==> src/rtl/column_scan_buffer_pkg.sv <==
// Shared types for the POV slice buffer: pixel/column containers and the scan FSM states.
package pov_pkg;

    localparam int NUM_ROWS_DEF  = 64;
    localparam int SCAN_RATE_DEF = 32;
    localparam int PIX_W_DEF     = 3;

    typedef logic [PIX_W_DEF-1:0]      pixel_t;
    typedef pixel_t [NUM_ROWS_DEF-1:0] column_t;
    typedef column_t [1:0]             col_pair_t;

    typedef enum logic [2:0] {
        IDLE,
        LATCH,
        SCAN,
        DRAIN,
        DONE
    } scan_state_t;

endpackage

==> src/rtl/column_scan_buffer_sync_fifo.sv <==
// Show-ahead synchronous FIFO with occupancy count; head is visible on dout while valid.
module sync_fifo #(
    parameter int WIDTH = 8,
    parameter int DEPTH = 8
) (
    input  logic                     clk_in,
    input  logic                     rst_n_in,
    input  logic                     push,
    input  logic [WIDTH-1:0]         din,
    input  logic                     pop,
    output logic [WIDTH-1:0]         dout,
    output logic                     valid,
    output logic [$clog2(DEPTH):0]   count
);

    localparam int PTR_W = $clog2(DEPTH);

    logic [WIDTH-1:0] mem [DEPTH];
    logic [PTR_W-1:0] rd_ptr;
    logic [PTR_W-1:0] wr_ptr;
    logic             do_push;
    logic             do_pop;

    // A push at full is accepted only when the head leaves in the same cycle.
    assign do_pop  = pop && (count != '0);
    assign do_push = push && ((count != (PTR_W+1)'(DEPTH)) || do_pop);
    assign valid   = (count != '0);
    assign dout    = mem[rd_ptr];

    always_ff @(posedge clk_in) begin
        if (do_push) mem[wr_ptr] <= din;
    end

    always_ff @(posedge clk_in or negedge rst_n_in) begin
        if (!rst_n_in) begin
            rd_ptr <= '0;
            wr_ptr <= '0;
            count  <= '0;
        end else begin
            if (do_push) wr_ptr <= wr_ptr + 1'b1;
            if (do_pop)  rd_ptr <= rd_ptr + 1'b1;
            case ({do_push, do_pop})
                2'b10:   count <= count + 1'b1;
                2'b01:   count <= count - 1'b1;
                default: ;
            endcase
        end
    end

endmodule

==> src/rtl/column_scan_buffer.sv <==
// Per-slice column fetcher for the rotating HUB75 POV panel with FIFO output and overrun flag.
// COL_MASK_SKIP_EN: when defined, col_mask_in skips unlit scan lines; otherwise every line is fetched.
//
// state | meaning
// IDLE  | waiting for a new theta (or first slice after reset)
// LATCH | capture theta, mask, mode and last lit line
// SCAN  | walk scan lines, issue source reads under FIFO credit
// DRAIN | wait for outstanding source reads to land
// DONE  | pulse slice_done_out
module column_scan_buffer
    import pov_pkg::*;
#(
    parameter int NUM_ROWS    = NUM_ROWS_DEF,
    parameter int SCAN_RATE   = SCAN_RATE_DEF,
    parameter int THETA_RES   = 8,
    parameter int NUM_SOURCES = 2,
    parameter int PIX_W       = PIX_W_DEF,
    parameter int SRC_LAT     = 1,
    parameter int FIFO_DEPTH  = 8
) (
    input  logic                                    clk_in,
    input  logic                                    rst_n_in,
    input  logic [$clog2(NUM_SOURCES)-1:0]          mode_in,
    input  logic [THETA_RES-1:0]                    theta_in,
    input  logic [SCAN_RATE-1:0]                    col_mask_in,
    output logic [THETA_RES-1:0]                    src_theta_out,
    output logic [$clog2(SCAN_RATE)-1:0]            src_col_num1_out,
    output logic [$clog2(SCAN_RATE):0]              src_col_num2_out,
    input  logic [NUM_SOURCES*2*NUM_ROWS*PIX_W-1:0] src_cols_in,
    output logic                                    col_valid_out,
    input  logic                                    col_ready_in,
    output logic [$clog2(SCAN_RATE)-1:0]            col_idx_out,
    output logic [2*NUM_ROWS*PIX_W-1:0]             col_data_out,
    output logic                                    col_last_out,
    output logic                                    slice_done_out,
    output logic                                    overrun_out
);

    localparam int IDX_W  = $clog2(SCAN_RATE);
    localparam int MODE_W = $clog2(NUM_SOURCES);
    localparam int PAIR_W = 2*NUM_ROWS*PIX_W;
    localparam int ENT_W  = IDX_W + 1 + PAIR_W;
    localparam int CNT_W  = $clog2(FIFO_DEPTH) + 1;
    localparam int SUM_W  = $clog2(FIFO_DEPTH + SRC_LAT + 1) + 1;

    scan_state_t          state;
    logic [THETA_RES-1:0] theta_q;
    logic [SCAN_RATE-1:0] mask_q;
    logic [MODE_W-1:0]    mode_q;
    logic [IDX_W-1:0]     last_q;
    logic                 primed;
    logic [IDX_W-1:0]     idx;
    logic [IDX_W:0]       col_num2;
    logic                 overrun;
    logic                 slice_done;

    logic [SCAN_RATE-1:0] mask_eff;
    logic [IDX_W-1:0]     hi_idx;
    logic                 abort;
    logic                 credit_ok;
    logic                 issue;
    logic [SUM_W-1:0]     inflight;
    logic                 tail_vld;
    logic [IDX_W-1:0]     tail_idx;
    logic                 push;
    logic                 pop;
    logic [PAIR_W-1:0]    src_arr [NUM_SOURCES];
    logic [PAIR_W-1:0]    src_sel;
    logic [ENT_W-1:0]     head;
    logic                 head_valid;
    logic [CNT_W-1:0]     fifo_count;

`ifdef COL_MASK_SKIP_EN
    assign mask_eff = col_mask_in;
`else
    logic unused_mask;
    assign mask_eff    = '1;
    assign unused_mask = ^col_mask_in;
`endif

    always_comb begin
        hi_idx = '0;
        for (int i = 0; i < SCAN_RATE; i++) begin
            if (mask_eff[i]) hi_idx = IDX_W'(i);
        end
    end

    // Credit counts reads still in the source pipe so a landing result always has a slot.
    assign abort     = ((state == SCAN) || (state == DRAIN)) && (theta_in != theta_q);
    assign credit_ok = (SUM_W'(fifo_count) + inflight) < SUM_W'(FIFO_DEPTH);
    assign issue     = (state == SCAN) && !abort && mask_q[idx] && credit_ok;

    generate
        if (SRC_LAT == 0) begin : g_comb_src
            assign tail_vld = issue;
            assign tail_idx = idx;
            assign inflight = '0;
        end else begin : g_pipe_src
            logic [SRC_LAT-1:0] pipe_vld;
            logic [IDX_W-1:0]   pipe_idx [SRC_LAT];

            always_ff @(posedge clk_in or negedge rst_n_in) begin
                if (!rst_n_in) begin
                    pipe_vld <= '0;
                    for (int i = 0; i < SRC_LAT; i++) pipe_idx[i] <= '0;
                end else begin
                    pipe_vld[0] <= issue;
                    pipe_idx[0] <= idx;
                    for (int i = 1; i < SRC_LAT; i++) begin
                        pipe_vld[i] <= pipe_vld[i-1];
                        pipe_idx[i] <= pipe_idx[i-1];
                    end
                    if (abort) pipe_vld <= '0;
                end
            end

            always_comb begin
                inflight = '0;
                for (int i = 0; i < SRC_LAT; i++) inflight = inflight + SUM_W'(pipe_vld[i]);
            end

            assign tail_vld = pipe_vld[SRC_LAT-1];
            assign tail_idx = pipe_idx[SRC_LAT-1];
        end
    endgenerate

    always_comb begin
        for (int s = 0; s < NUM_SOURCES; s++) src_arr[s] = src_cols_in[s*PAIR_W +: PAIR_W];
        src_sel = src_arr[mode_q];
    end

    assign push = tail_vld && !abort;
    assign pop  = head_valid && col_ready_in;

    sync_fifo #(
        .WIDTH (ENT_W),
        .DEPTH (FIFO_DEPTH)
    ) u_fifo (
        .clk_in   (clk_in),
        .rst_n_in (rst_n_in),
        .push     (push),
        .din      ({tail_idx, (tail_idx == last_q), src_sel}),
        .pop      (pop),
        .dout     (head),
        .valid    (head_valid),
        .count    (fifo_count)
    );

    always_ff @(posedge clk_in or negedge rst_n_in) begin
        if (!rst_n_in) begin
            state      <= IDLE;
            theta_q    <= '0;
            mask_q     <= '0;
            mode_q     <= '0;
            last_q     <= '0;
            primed     <= 1'b0;
            idx        <= '0;
            col_num2   <= '0;
            overrun    <= 1'b0;
            slice_done <= 1'b0;
        end else begin
            slice_done <= 1'b0;
            case (state)
                IDLE: begin
                    if (!primed || (theta_in != theta_q)) state <= LATCH;
                end
                LATCH: begin
                    theta_q  <= theta_in;
                    mask_q   <= mask_eff;
                    mode_q   <= mode_in;
                    last_q   <= hi_idx;
                    primed   <= 1'b1;
                    idx      <= '0;
                    col_num2 <= (IDX_W+1)'(SCAN_RATE);
                    state    <= SCAN;
                end
                SCAN: begin
                    if (abort) begin
                        overrun <= 1'b1;
                        state   <= LATCH;
                    end else if (!mask_q[idx] || credit_ok) begin
                        if (idx == IDX_W'(SCAN_RATE-1)) begin
                            state <= DRAIN;
                        end else begin
                            idx      <= idx + 1'b1;
                            col_num2 <= {1'b0, idx} + (IDX_W+1)'(SCAN_RATE + 1);
                        end
                    end
                end
                DRAIN: begin
                    if (abort) begin
                        overrun <= 1'b1;
                        state   <= LATCH;
                    end else if (inflight == '0) begin
                        slice_done <= 1'b1;
                        state      <= DONE;
                    end
                end
                DONE:    state <= IDLE;
                default: state <= IDLE;
            endcase
        end
    end

    assign src_theta_out    = theta_q;
    assign src_col_num1_out = idx;
    assign src_col_num2_out = col_num2;
    assign slice_done_out   = slice_done;
    assign overrun_out      = overrun;
    assign col_valid_out    = head_valid;
    assign col_idx_out      = head_valid ? head[ENT_W-1 -: IDX_W] : '0;
    assign col_last_out     = head_valid ? head[PAIR_W] : 1'b0;
    assign col_data_out     = head_valid ? head[PAIR_W-1:0] : '0;

endmodule

==> config.mk <==
export PLATFORM = sky130hd
export DESIGN_NAME = column_scan_buffer
export DESIGN_NICKNAME = d
export VERILOG_FILES = /design/src/rtl/column_scan_buffer_pkg.sv /design/src/rtl/column_scan_buffer_sync_fifo.sv /design/src/rtl/column_scan_buffer.sv
export SDC_FILE = /design/constraint.sdc
export NUM_CORES = 2
export LEC_CHECK = 0
export CAP_MARGIN = 25
export CORE_AREA = 2 2 483 485
export DETAILED_ROUTE_END_ITERATION = 6
export DIE_AREA = 0 0 485 487
export PLACE_DENSITY = 0.86
export SKIP_CTS_REPAIR_TIMING = 1
export SLEW_MARGIN = 20
export SYNTH_ARGS = -nofsm -noshare
export SYNTH_HDL_FRONTEND = slang
export SYNTH_SLANG_ARGS = --single-unit
==> constraint.sdc <==
create_clock -name clk_in -period 97.3 [get_ports clk_in]
set_input_delay 19.46 -clock clk_in [delete_from_list [all_inputs] [get_ports clk_in]]
set_output_delay 19.46 -clock clk_in [all_outputs]
set_load 0.02 [all_outputs]
Yosys cells after proc, flatten, opt, wreduce, memory -nomap -nowiden --
Memory sizes are Yosys's and may differ from the RTL's. Cells that the tools add are included.
Word-level totals: memory bits (writable) 3120, memories 1, input bits 812, flip-flop bits (word level) 44
Cells by class: equality and inequality tests 16, bitwise gates (word level) 1, reductions and logical operators 24, $lt $le $gt $ge 3, multiplexer cells 30, $add $sub $neg 7
Memory list:
- u_fifo.mem | depth 8, width 390, rd ports 1, clocked after memory_dff 0, write ports 1, RTL line column_scan_buffer_sync_fifo.sv:18 | logic [WIDTH-1:0] mem [DEPTH];
Operators with widths (count):
- $mux W384 | 4
- $mux W5 | 4
- $mux W3 | 6
- $mux W6 | 3
- $pmux W3 S4 | 1
- $pmux W6 S2 | 1
- $pmux W5 S2 | 1
- $ne A3 B2 Y1 const B | 3
- $logic_and A1 B1 Y1 | 8
- $mux W1 | 8
- $ne A8 B8 Y1 | 1
- $pmux W4 S2 | 1
- $reduce_and A4 Y1 | 2
- $add A3 B1 Y3 const B | 2
- $add A5 B6 Y6 const B | 1
- $eq A3 B2 Y1 const B | 2
- $lt A5 B6 Y1 const B | 1
- $ne A2 B2 Y1 const B | 3
- $add A4 B1 Y5 | 1
- $add A5 B1 Y5 const B | 1
- $bmux W1 S5 | 1
- $eq A5 B5 Y1 | 1
- $eq A5 B5 Y1 const B | 1
- $logic_not A5 Y1 | 1
- 17 further kinds | 23

Logic depth before layout (Yosys ltp) --
word-level depth 8, mapped depth 12, mapped depth without buffers 11

Cells and area by module --
Synthesis repeated with hierarchy kept, for this count alone.
Second synthesis, totals: cells, all modules 5542, area, all modules 125703.1 um2
Modules (own cells, without submodules):
- sync_fifo | area an instance 117275.0 um2, cells an instance 4572, times used 1, sequential area each 93940.1 um2
- column_scan_buffer | area an instance 8428.1 um2, cells an instance 970, times used 1, sequential area each 675.6 um2

Worst setup path after synthesis --
No wires, ideal clock.
path kind input-to-reg, from in theta_in[7], to mem u_fifo.mem[7][0] (netlist name) (enable), path slack 35.310 ns, path buffers 0, required time 95.070 ns, arrival time 59.760 ns, cell stages on the path 4, cell sequence xor2_1 -> nor4_2 -> a21oi_1 -> nor4b_1
On the way: longest elaborated chain between the ends 7
RTL lines:
- start: declaration | RTL line column_scan_buffer.sv:24 | input logic [THETA_RES-1:0] theta_in,
- $ne A8 B8 Y1 | RTL line column_scan_buffer.sv:89 | assign abort = ((state == SCAN) || (state == DRAIN)) && (theta_in != theta_q);
- $logic_and A1 B1 Y1 | RTL line column_scan_buffer.sv:89
- $logic_not A1 Y1 | RTL line column_scan_buffer.sv:132 | assign push = tail_vld && !abort;
- $logic_and A1 B1 Y1 | RTL line column_scan_buffer.sv:132
- $logic_and A1 B1 Y1 | RTL line column_scan_buffer_sync_fifo.sv:26 | assign do_push = push && ((count != (PTR_W+1)'(DEPTH)) || do_pop);
- $mux W1 | RTL line column_scan_buffer_sync_fifo.sv:31 | if (do_push) mem[wr_ptr] <= din;
- $mux W1 (not written as such) | RTL line column_scan_buffer_sync_fifo.sv:31
- end: declaration | RTL line column_scan_buffer_sync_fifo.sv:18
No other way between the ends.

Worst setup path in the final report --
from reg u_fifo.rd_ptr[2], to out col_data_out[183]
On the way: longest elaborated chain between the ends 2
RTL lines:
- start: declaration | RTL line column_scan_buffer_sync_fifo.sv:19 | logic [PTR_W-1:0] rd_ptr;
- start signal: assignment | RTL line column_scan_buffer_sync_fifo.sv:41 | if (do_pop) rd_ptr <= rd_ptr + 1'b1;
- $mem_v2 Z8 W390
- $mux W384 | RTL line column_scan_buffer.sv:213 | assign col_data_out = head_valid ? head[PAIR_W-1:0] : '0;
- end: declaration | RTL line column_scan_buffer.sv:33 | output logic [2*NUM_ROWS*PIX_W-1:0] col_data_out,
No other way between the ends.

==> qor.csv <==
stage,metric,value,unit
global_routing,grt met1 use,34.3,%
pwr,Power per Cell Area,27.8,nW/µm²
clock_tree,Root Driver,clkbuf_16,
synth,ys flop type,edfxtp_1,
sta,final hold violations,0,
critical_path,Crit. End Element,primary output,
synth,Avg Inst Size Synth,22.3,µm²
cells_and_area,filler instances,13800,
sta,count of final setup violators,0,
clock_tree,"Clk Latency, worst-skew pair",980,ps
critical_path,Startpoint Class,register,
global_routing,largest net degree at the start of global routing,134,
synth,ys async rst share,1.17,%
synth,most frequent cell after synthesis,edfxtp_1,
synth,cells after synthesis,5576,
critical_path,worst path arrival time,7000,ps
sta,Slew Limit Headroom,21.5,%
sta,setup TNS,0,ps
sta,FMAX,37.8,MHz
synth,post-synthesis sequential area ratio,76.0,%
pwr,maximum vdd ir drop,0.0242,mV
sta,Worst Hold Slack,482,ps
drt,1st-pass router iterations,6,
synth,Synth Cell Area,124000,µm²
clock_tree,CTS tree,yes,
sta,fin crit period,26460,ps
sta,final worst path period share,27.2,%
placed_design,IO Port Bufs,1191,
synth,syn_nets,6395,
critical_path,CP top delay family,buffers and inverters,
die,die area,236000,µm²
drt,Residual DRC,0,
worst_hold_path,Hold Crit Class,register to register,
die,core footprint,231000,µm²
synth,distinct cell type count after synthesis,49,
cells_and_area,Nets,7711,
job,max-cap violations,0,
sta,Slew Limit Fails,0,
die,die height,487,µm
die,row count,177,
global_routing,M2 GR Usage,45.6,%
synth,area share of the largest cell type after synthesis,75.3,%
placed_design,Final GP Congestion,0.834,
global_routing,busiest grt layer,met2,
synth,top cell types by occurrence after synthesis,"edfxtp_1 (3120), mux4_2 (780), nor2_1 (399)",
cells_and_area,area occupied by multi-input gates,28300,µm²
cells_and_area,register area,94600,µm²
clock_tree,maximum clock path buffer count,4,
clock_tree,CTS Buf Count,323,
global_routing,initial antenna violation count,31,
synth,"top cells by area, synth","edfxtp_1 (75%), mux4_2 (14%), mux2_2 (3.5%)",
global_routing,global-route wire length before repair,469000,µm
drt,wire length per cell,32.2,µm
pwr,static leakage,48.9,nW
drt,antenna-violating nets left,0,
die,Horiz. Die Dim,485,µm
drt,DR iter-0 viols,8273,
global_routing,Total GRT Usage,27.3,%
synth,Synth area leader,edfxtp_1,
run_status,status,"finished, final reports clean",
drt,Via density,6.38,
critical_path,crit path kind,register to primary output,
critical_path,"Max FO, Critical Path",48,
clock_tree,CTS sink count,3157,
critical_path,critical path required time,77840,ps
die,Ports,1224,
drt,total number of vias,65000,
sta,clock skew,84.7,ps
cells_and_area,final design utilization,64.9,%
clock_tree,clock slew at reported path FFs,60,ps
critical_path,critical path's slowest cell,dfrtp_4,
critical_path,r2r setup slk,91640,ps
cells_and_area,share of layout cells above drive strength 1,24.6,%
critical_path,"slowest stage delay, CP",1140,ps
sta,Slew @ Worst Pin,1180,ps
global_routing,vias in the first global route,67000,
critical_path,cells along the critical path,"buf_4, buf_4, buf_4, buf_4, mux2i_1, nor2_1, clkdlybuf4s50_1",
synth,count of flip-flops with a built-in enable after synthesis,3120,
global_routing,GR Overflow Total,0,
critical_path,cell mode on critical path,buf_4,
die,Initial Utilization,53.8,%
synth,Yosys reg bits,3157,
sta,unrepaired setup endpoints after global routing,no,
placed_design,hpwl dp,180000,µm
synth,YS warnings,0,
drt,Total Routed Length,328000,µm
cells_and_area,synthesis-to-layout area growth,20.7,%
critical_path,CP bufs+invs,5,
global_routing,grt met3 use,6.48,%
clock_tree,H-tree depth,5,
-- final cells by class --
type,count,share of cell area [%]
inverters,8,0.0200
diodes,19,0.0317
well taps,3043,2.54
flip-flops and latches,3157,63.0
repair buffers,1308,8.67
multi-input cells,2094,18.9
clock inverters,184,1.28
clock buffers,374,5.58
-- through the flow --
stage          setup slack [ps]  power (W)  cell area, µm²  std cells
4_1_cts                   70890    0.00418          150000      10200
3_3_place_gp              71950    0.00292          140000       9604
6_report                  70840    0.00417          150000      10200
3_5_place_dp              71910    0.00294          140000       9604
2_1_floorplan             35310    0.00240          124000       5576
5_1_grt                   70820    0.00429          150000      10200
-- cell families after synthesis --
logic type	share of synthesized area [%]
adders and majority gates	0.0704
xor gates and xnor gates	0.106
and+or+nand+nor	1.59
DFF	76.0
muxes	20.8
AOI/OAI and AO/OA	0.166
buffers and inverters	1.25
-- sequential cells by signal, indices dropped and copies added, names as in the netlist, 2 cells and up --
name / count
g_pipe_src.pipe_idx: 5
src_col_num1_out: 4
src_col_num2_out: 2
src_theta_out: 8
state: 3
u_fifo.count: 4
u_fifo.mem: 3120
u_fifo.rd_ptr: 3
u_fifo.wr_ptr: 3
-- where the power goes --
part | switching, W | total [W] | internal [W]
registers | 0.0000163 | 0.00152 | 0.00151
clock network | 0.000512 | 0.00122 | 0.000712
logic | 0.000775 | 0.00142 | 0.000648
-- worst reg2reg max path, delay by kind of cell, from the launching register on --
kind | cells | cell delay, ps
flip-flops | 1 | 420
XOR/XNOR | 1 | 200
AO/OA/AOI/OAI | 1 | 140
AND/OR/NAND/NOR | 2 | 790
buffers and inverters | 5 | 3650
-- path summary, 6_finish.rpt --
check	start	to	cells past startpoint
min	overrun_out$_DFFE_PN0P_	overrun_out$_DFFE_PN0P_	1
min in group asynchronous	rst_n_in	mode_q$_DFFE_PN0N_	2
max reg2reg	src_theta_out[0]$_DFFE_PN0N_	u_fifo.mem[4][249]$_DFFE_PP_	9
max	u_fifo.rd_ptr[2]$_DFFE_PN0P_	col_data_out[183]	7
max in group asynchronous	rst_n_in	u_fifo.rd_ptr[1]$_DFFE_PN0P_	2
min reg2reg	overrun_out$_DFFE_PN0P_	overrun_out$_DFFE_PN0P_	1
-- per-layer routing --
metal  vias up  part of all wire, %
li1      25800                    -
met2      4729                   51
met3       709                   10
met4        22                  4.7
met1     33700                   34
met5         -                0.041
-- layout by cell type (no fill, tap or decap), types with 11 or more instances in the layout --
| cell | synthesis | final |
|---|---|---|
| mux2i_1 | 396 | 396 |
| nor2_1 | 399 | 398 |
| edfxtp_1 | 3120 | 3120 |
| dfrtp_1 | 37 | 33 |
| clkinv_1 | 0 | 65 |
| clkinvlp_4 | 0 | 17 |
| bufinv_16 | 0 | 36 |
| buf_4 | 6 | 99 |
| clkinv_2 | 0 | 48 |
| diode_2 | 0 | 19 |
| mux4_2 | 780 | 780 |
| clkdlybuf4s50_1 | 0 | 1190 |
| mux2_2 | 386 | 386 |
| buf_12 | 0 | 11 |
| clkbuf_1 | 79 | 45 |
| xor2_1 | 13 | 13 |
| nand2_1 | 42 | 42 |
| clkbuf_16 | 0 | 327 |
(Power assumes the default switching activity.)
